<file path="config.mk">
export PLATFORM = sky130hd
export DESIGN_NAME = relu_backward
export DESIGN_NICKNAME = d
export VERILOG_FILES = /design/src/rtl/relu_backward.sv
export SDC_FILE = /design/constraint.sdc
export NUM_CORES = 1
export LEC_CHECK = 0
export ABC_CLOCK_PERIOD_IN_PS = 4100
export CAP_MARGIN = 10
export CORE_AREA = 2 2 96 98
export DETAILED_ROUTE_END_ITERATION = 10
export DIE_AREA = 0 0 98 100
export PLACE_DENSITY = 0.77
export SYNTH_ARGS = -nofsm -noshare
export SYNTH_HDL_FRONTEND = slang
export SYNTH_SLANG_ARGS = --single-unit
</file>
<file path="constraint.sdc">
create_clock -name clk -period 4.1 [get_ports clk]
set_clock_uncertainty 0.05 [all_clocks]
set_input_delay 1.23 -clock clk [delete_from_list [all_inputs] [get_ports clk]]
set_output_delay 1.23 -clock clk [all_outputs]
set_load 0.01 [all_outputs]
</file>
<file path="src/rtl/relu_backward.sv">
// relu_backward: gradient gating for the backward pass of a ReLU activation.
// The forward side records one mask bit per pre-activation (1 = x >= 0) into a
// small FIFO. The backward side pops one mask bit per upstream gradient and
// passes the gradient or zero through a single output register.
// Optional build macro RELU_BWD_LEAKY_EN: masked-off gradients become
// grad_data >>> LEAK_SHIFT instead of zero.
module relu_backward #(
    parameter int unsigned DATA_WIDTH = 16,
    parameter int unsigned DEPTH      = 64,
    parameter int unsigned ADDR_WIDTH = 6,
    parameter int unsigned LEAK_SHIFT = 3
) (
    input  logic                  clk,
    input  logic                  rst,
    input  logic                  flush,
    input  logic                  fwd_valid,
    input  logic [DATA_WIDTH-1:0] fwd_data,
    output logic                  fwd_ready,
    input  logic                  grad_valid,
    input  logic [DATA_WIDTH-1:0] grad_data,
    output logic                  grad_ready,
    output logic                  dx_valid,
    output logic [DATA_WIDTH-1:0] dx_data,
    input  logic                  dx_ready,
    output logic [ADDR_WIDTH:0]   mask_count
);

    localparam logic [ADDR_WIDTH:0] FullCount = (ADDR_WIDTH + 1)'(DEPTH);

    logic                  mask_mem_q [DEPTH];
    logic [ADDR_WIDTH-1:0] wr_ptr_q, wr_ptr_d;
    logic [ADDR_WIDTH-1:0] rd_ptr_q, rd_ptr_d;
    logic [ADDR_WIDTH:0]   count_q, count_d;
    logic                  dx_valid_q, dx_valid_d;
    logic [DATA_WIDTH-1:0] dx_data_q, dx_data_d;

    logic                  push;
    logic                  pop;
    logic                  mask_bit;
    logic [DATA_WIDTH-1:0] neg_grad;
    logic [DATA_WIDTH-1:0] gated;

    // Readiness comes from registered state only: no full-pop or empty-push bypass.
    assign fwd_ready  = (count_q != FullCount);
    assign grad_ready = (count_q != '0) && (!dx_valid_q || dx_ready);

    assign push     = fwd_valid && fwd_ready;
    assign pop      = grad_valid && grad_ready;
    assign mask_bit = mask_mem_q[rd_ptr_q];

`ifdef RELU_BWD_LEAKY_EN
    // Leaky slope 2^-LEAK_SHIFT in the negative region.
    assign neg_grad = $signed(grad_data) >>> LEAK_SHIFT;
`else
    assign neg_grad = '0;
`endif

    assign gated = mask_bit ? grad_data : neg_grad;

    assign dx_valid   = dx_valid_q;
    assign dx_data    = dx_data_q;
    assign mask_count = count_q;

    // Next-state for pointers, occupancy and the output register; flush wins over traffic.
    always_comb begin
        wr_ptr_d   = wr_ptr_q;
        rd_ptr_d   = rd_ptr_q;
        count_d    = count_q;
        dx_valid_d = dx_valid_q;
        dx_data_d  = dx_data_q;

        if (push) begin
            wr_ptr_d = wr_ptr_q + 1'b1;
        end
        if (pop) begin
            rd_ptr_d = rd_ptr_q + 1'b1;
        end

        unique case ({push, pop})
            2'b10:   count_d = count_q + 1'b1;
            2'b01:   count_d = count_q - 1'b1;
            default: count_d = count_q;
        endcase

        if (pop) begin
            dx_valid_d = 1'b1;
            dx_data_d  = gated;
        end else if (dx_ready) begin
            dx_valid_d = 1'b0;
        end

        if (flush) begin
            wr_ptr_d   = '0;
            rd_ptr_d   = '0;
            count_d    = '0;
            dx_valid_d = 1'b0;
            dx_data_d  = '0;
        end
    end

    // State register with synchronous reset.
    always_ff @(posedge clk) begin
        if (rst) begin
            wr_ptr_q   <= '0;
            rd_ptr_q   <= '0;
            count_q    <= '0;
            dx_valid_q <= 1'b0;
            dx_data_q  <= '0;
        end else begin
            wr_ptr_q   <= wr_ptr_d;
            rd_ptr_q   <= rd_ptr_d;
            count_q    <= count_d;
            dx_valid_q <= dx_valid_d;
            dx_data_q  <= dx_data_d;
        end
    end

    // Mask storage; contents beyond the occupancy are don't-care, so no reset needed.
    always_ff @(posedge clk) begin
        if (push && !flush && !rst) begin
            mask_mem_q[wr_ptr_q] <= ~fwd_data[DATA_WIDTH-1];
        end
    end

    // Parameter sanity: depth matches the address width, and the leak shift keeps a sign bit.
    assert property (@(posedge clk) (DEPTH == (1 << ADDR_WIDTH)) && (LEAK_SHIFT < DATA_WIDTH));

endmodule

</file>
# Word level (Yosys, flattened, before mapping)
# Memories as Yosys holds them, arrays and structs flattened. A register that Yosys moved wholly into a read port is not among the register bits.
# Cells that the tools add are included.
[totals] register_bits=36 mem_bits_rw=64 in_bits=38 output_inout_bits=26 n_memories=1
[classes] n_addsub=4 n_eq_ne=3 n_mux=8 bitwise_logic=1 reduce_logical=13
[memory_table] name="mask_mem_q" depth=64 width=1 read_ports=1 rd_ports_with_merged_regs=1 wr=1 line="30" source="logic mask_mem_q [DEPTH];"
[op_table] cell="16-bit 2-to-1 mux" n=1
[op_table] cell="7-bit case mux with 2 select lines" n=1
[op_table] cell="6-bit by 1-bit adder with 6-bit output (second input constant)" n=2
[op_table] cell="6-bit 2-to-1 mux" n=2
[op_table] cell="7-bit by 1-bit adder with 7-bit output (second input constant)" n=1
[op_table] cell="7-bit inequality test (second input constant)" n=1
[op_table] cell="7-bit nonzero test" n=1
[op_table] cell="7-bit by 1-bit subtractor with 7-bit output (second input constant)" n=1
[op_table] cell="1-bit logical AND" n=5
[op_table] cell="1-bit 2-to-1 mux" n=4
[op_table] cell="2-bit nonzero test" n=2
[op_table] cell="1-bit logical NOT" n=3
[op_table] cell="2-bit by 1-bit == test with 1-bit output (second input constant)" n=1
[op_table] cell="2-bit == test (second input constant)" n=1
[op_table] cell="2-bit OR reduction" n=1
[op_table] cell="1-bit logical OR" n=1
[op_table] cell="1-bit NOT" n=1

# Depth between registers and ports, before layout
[logic_depth] depth_word=6 depth_mapped=14 ltp_nobuf=13

# Worst setup path before layout
# No wires, ideal clock.
[synth_timing] path_type="reg2reg" from="reg count_q[3], in the netlist mask_count[3]" to="reg count_q[6], in the netlist mask_count[6]" arrival_ns=3.661 t_required_ns=3.979 slack_ns=0.318 path_stages_with_launch=14 n_path_buf=1 synth_period_minus_slack_ns=3.782 cell_sequence="dfxtp_1 > or4_1 > or4b_1 > and2_1 > buf_2 > inv_2 > ha_1 > ha_1 > nor2b_1 > o21ai_0 > a21boi_0 > or4_1 > a31o_2 > a21oi_1"
[synth_between] elab_cells_between_ends=11 cone_classes="add/sub: 2; eq/ne: 3; mux: 1; reduce/logical: 5"
[synth_lines] item="start: declaration" line="33" source="logic [ADDR_WIDTH:0] count_q, count_d;"
[synth_lines] item="start signal: assignment" line="112" source="count_q <= count_d;"
[synth_lines] item="7-bit inequality test (*)" line="44" source="assign fwd_ready = (count_q != FullCount);"
[synth_lines] item="via fwd_ready" line="18" source="output logic fwd_ready,"
[synth_lines] item="1-bit logical AND (*)" line="47" source="assign push = fwd_valid && fwd_ready;"
[synth_lines] item="2-bit by 1-bit == test with 1-bit output / 2-bit == test (equally long branches)" line="79" source="unique case ({push, pop})"
[synth_lines] item="7-bit case mux with 2 select lines / 2-bit nonzero test (equally long branches)"
# Mark *: on every way through the listed nets, which the timed path passes. The rest lies on a longest branch.
# A chain may end at the register's enable or synchronous reset.

# Worst setup path after layout
[layout_timing] from="in dx_ready" to="out grad_ready"
[layout_between] elab_chain_cells=2
[layout_lines] item="start: declaration" line="24" source="input logic dx_ready,"
[layout_lines] item="1-bit logical OR" line="45" source="assign grad_ready = (count_q != '0) && (!dx_valid_q || dx_ready);"
[layout_lines] item="1-bit logical AND" line="45"
[layout_lines] item="end: declaration" line="21" source="output logic grad_ready,"
# Every way passes these cells.

==> impl_metrics.py <==
metrics = {
    "outcome": {
        "status": "complete, no violations",
    },
    "synthesis": {
        "synth_edf_count": 64,
        "synth_top_area_cell": "edfxtp_1",
        "synth_compound_area_share_pct": 6.797,
        "synthMuxAreaShare_pct": 10.32,
        "synth_simple_gate_area_share_pct": 15.35,
        "ys_top_cells_by_area": "edfxtp_1, dfxtp_1, nor2_1",
        "synth_area_mm2": 0.004621,
        "syn_inst": 369,
        "syn_nets": 416,
        "async_flop_share_pct": 0,
        "synth_top_family_by_area": "simple AND/OR/NAND/NOR gates",
        "synth_xor_area_share_pct": 2.085,
        "seq_area_frac_synth_pct": 59.79,
        "synthAdderAreaFrac_pct": 2.600,
        "synth.distinct_cells": 51,
        "synth_area_per_cell_um2": 12.52,
        "synth-seq-cells": 106,
        "netlist.area_leader.share_pct": 41.59,
        "synth-main-ff-cell": "edfxtp_1",
        "yosys_warnings": 0,
    },
    "worst_setup_path": {
        "timing.rr.start": "mask_count[3]",
        "critical_path_class": "in2out",
        "path_max_fanout": 2,
        "worst_r2r_endpoint": "mask_count[6]",
        "end_kind": "output port",
        "arrival_ps": 2530,
        "cp_data_required_time_ps": 2820,
        "startpoint": "dx_ready",
        "reg2reg_depth": 12,
        "cp-start-kind": "input pin",
        "rrSetupSlack_ps": 300,
    },
    "hold_path": {
        "min_delay_path_depth": 1,
        "hold_path_class": "reg2reg",
        "min_to": "dx_data[1]",
        "worstHoldStart": "dx_data[1]",
    },
    "global_routing": {
        "grt_pass1_vias": 2904,
        "antenna_found_initial": 0,
        "track_usage_pct": 18.82,
        "grt_max_degree": 65,
        "grt_pass1_wl_mm": 14.32,
        "grt_overflow": 0,
    },
    "cts": {
        "post_cts_resized": 0,
        "cts_sinks": 106,
        "htreeDepth": 3,
        "clkTransAtPathRegs_ps": 100,
        "clockBufferDepth": 2,
        "cts_buffers": 9,
        "clk_latency_ps": 370,
        "root_buffer": "clkbuf_8",
        "ctsHoldBuffers": 0,
        "cts_tree": "yes",
        "post_cts_buffers": 0,
    },
    "sta": {
        "final.min_clock_period_ps": 3810,
        "relSlewSlack_pct": 30.96,
        "setup_viol": 0,
        "hold_slack_ps": 432.9,
        "fin_ws_ps": 290.3,
        "rsz0062_at_grt": "false",
        "hold_violations": 0,
        "setup-tns-final_ps": 0,
        "fmax_mhz": 262.5,
        "slew_violations": 0,
        "tightest_slew_ps": 1032,
        "period_share_pct": 92.92,
    },
    "pwr": {
        "ir_worst_vdd_mv": 0.2025,
        "powerDensity_mw_per_mm2": 352.7,
        "power.leakage_uw": 0.001764,
        "power_uw": 1908,
    },
    "final_layout": {
        "n_fill_cell": 696,
        "regArea_mm2": 0.002763,
        "area_delta_synth_final_pct": 17.09,
        "drive_gt1_share_pct": 11.53,
        "final_nets": 467,
        "antenna_cells": 0,
        "utilization_pct": 60.86,
        "multi_input_area_mm2": 0.001717,
    },
    "placement": {
        "hpwl_mm": 5.747,
        "post-place-ws_ps": 39.79,
        "io_buffers": 48,
        "gp_congestion": 0.8130,
    },
    "routing": {
        "drt_iter0_drc": 120,
        "wl_mm": 8.700,
        "post_drt_wl_per_cell_um": 16.23,
        "via_per_inst": 5.532,
        "drtAntennaViolNets": 0,
        "vias": 2965,
        "drt_pass1_iterations": 4,
        "drc": 0,
    },
    "job": {
        "cap_violations": 0,
    },
    "floorplanning": {
        "die_height_um": 100,
        "die_x_um": 98,
        "io_pins": 64,
        "row_count": 35,
        "core_mm2": 0.008890,
        "die_area_mm2": 0.009800,
        "initial_core_util_pct": 51.98,
    },
}
metrics by stage:
step           cells  area [um2]
2_1_floorplan    369        4621
3_3_place_gp     520        5207
3_5_place_dp     520        5207
4_1_cts          536        5410
5_1_grt          536        5410
6_report         536        5410
cell usage in the layout (no fill, tap or decap), types with 4 or more instances in the layout:
master	count
clkbuf_8	10
mux4_2	6
a21oi_1	12
nor2_1	88
nand2_1	14
nand3_1	5
nand2_2	4
xor2_1	8
clkdlybuf4s50_1	48
mux4_1	8
ha_1	8
mux2i_1	12
nor3_1	5
nor2b_1	4
nand4_1	6
edfxtp_1	64
buf_4	10
a22o_1	16
inv_1	7
dfxtp_1	42
routing by layer:
layer  global-route usage [%]  vias up  part of all wire, %
met3                    3.064       10                  4.3
met4                    6.517        0                  1.6
met5                        0        -                    0
li1                         -     1443                    -
met2                    31.35       60                   50
met1                    25.39     1452                   44
power by group:
group / internal [uW] / switching, uW / leakage [uW] / total [uW]
Sequential: 1130 / 8.23 / 0.000914 / 1140
Clock: 283 / 362 / 0.000108 / 645
Combinational: 61.9 / 60.2 / 0.000742 / 122
synth_stat cells, drive strengths merged, types with 2 or more instances:
cell type and count:
nand3 7, buf 11, clkbuf 7, nand2 18, xnor2 3, o211ai 2, xor2 8, mux4 14
nand4 6, nor2 88, nand3b 3, or2 2, o21ai 3, nand2b 2, mux2i 12, a22o 16
dfxtp 42, ha 8, nor2b 4, a21oi 12, nor3b 2, nor3 5, and3 2, inv 9
edfxtp 64, or4 3
final cells by class:
| class | instances | share of cell area (%) |
|---|---|---|
| clock buffer | 11 | 3.006 |
| clock inverter | 5 | 0.7401 |
| inverter | 9 | 0.6244 |
| multi-input combinational | 236 | 31.73 |
| sequential | 106 | 51.06 |
| tap | 111 | 2.567 |
| timing repair buffer | 58 | 10.27 |
state kept, by name (all words and copies together), names as in the netlist, named ones only:
signal / flops
dx_data: 16
dx_valid: 1
mask_count: 7
mask_mem_q: 64
rd_ptr_q: 6
wr_ptr_q: 6
critical path, cell delays in order:
cell and delay [ps]:
clkdlybuf4s50_1 440, nand2b_1 120, o41a_1 190, clkdlybuf4s50_1 550
kinds of logic (layout without fill, tap and decap cells):
logic type                 after synthesis  after routing
xor gates and xnor gates                11             11
adders and majority gates                9              9
buffers and inverters                   27             83
muxes                                   27             27
AOI/OAI and AO/OA                       40             40
DFF                                    106            106
and+or+nand+nor                        149            149
worst max path at each step:
stage                         end  slack (ps)  depth (start not counted)
floorplan           mask_count[6]         320                         13
CTS                    grad_ready         280                          4
detailed placement  mask_count[6]          40                         13
finish                 grad_ready         290                          4
global route        mask_count[6]          80                         12
global placement    mask_count[6]          70                         13
Power figures use the tool's default switching activity.
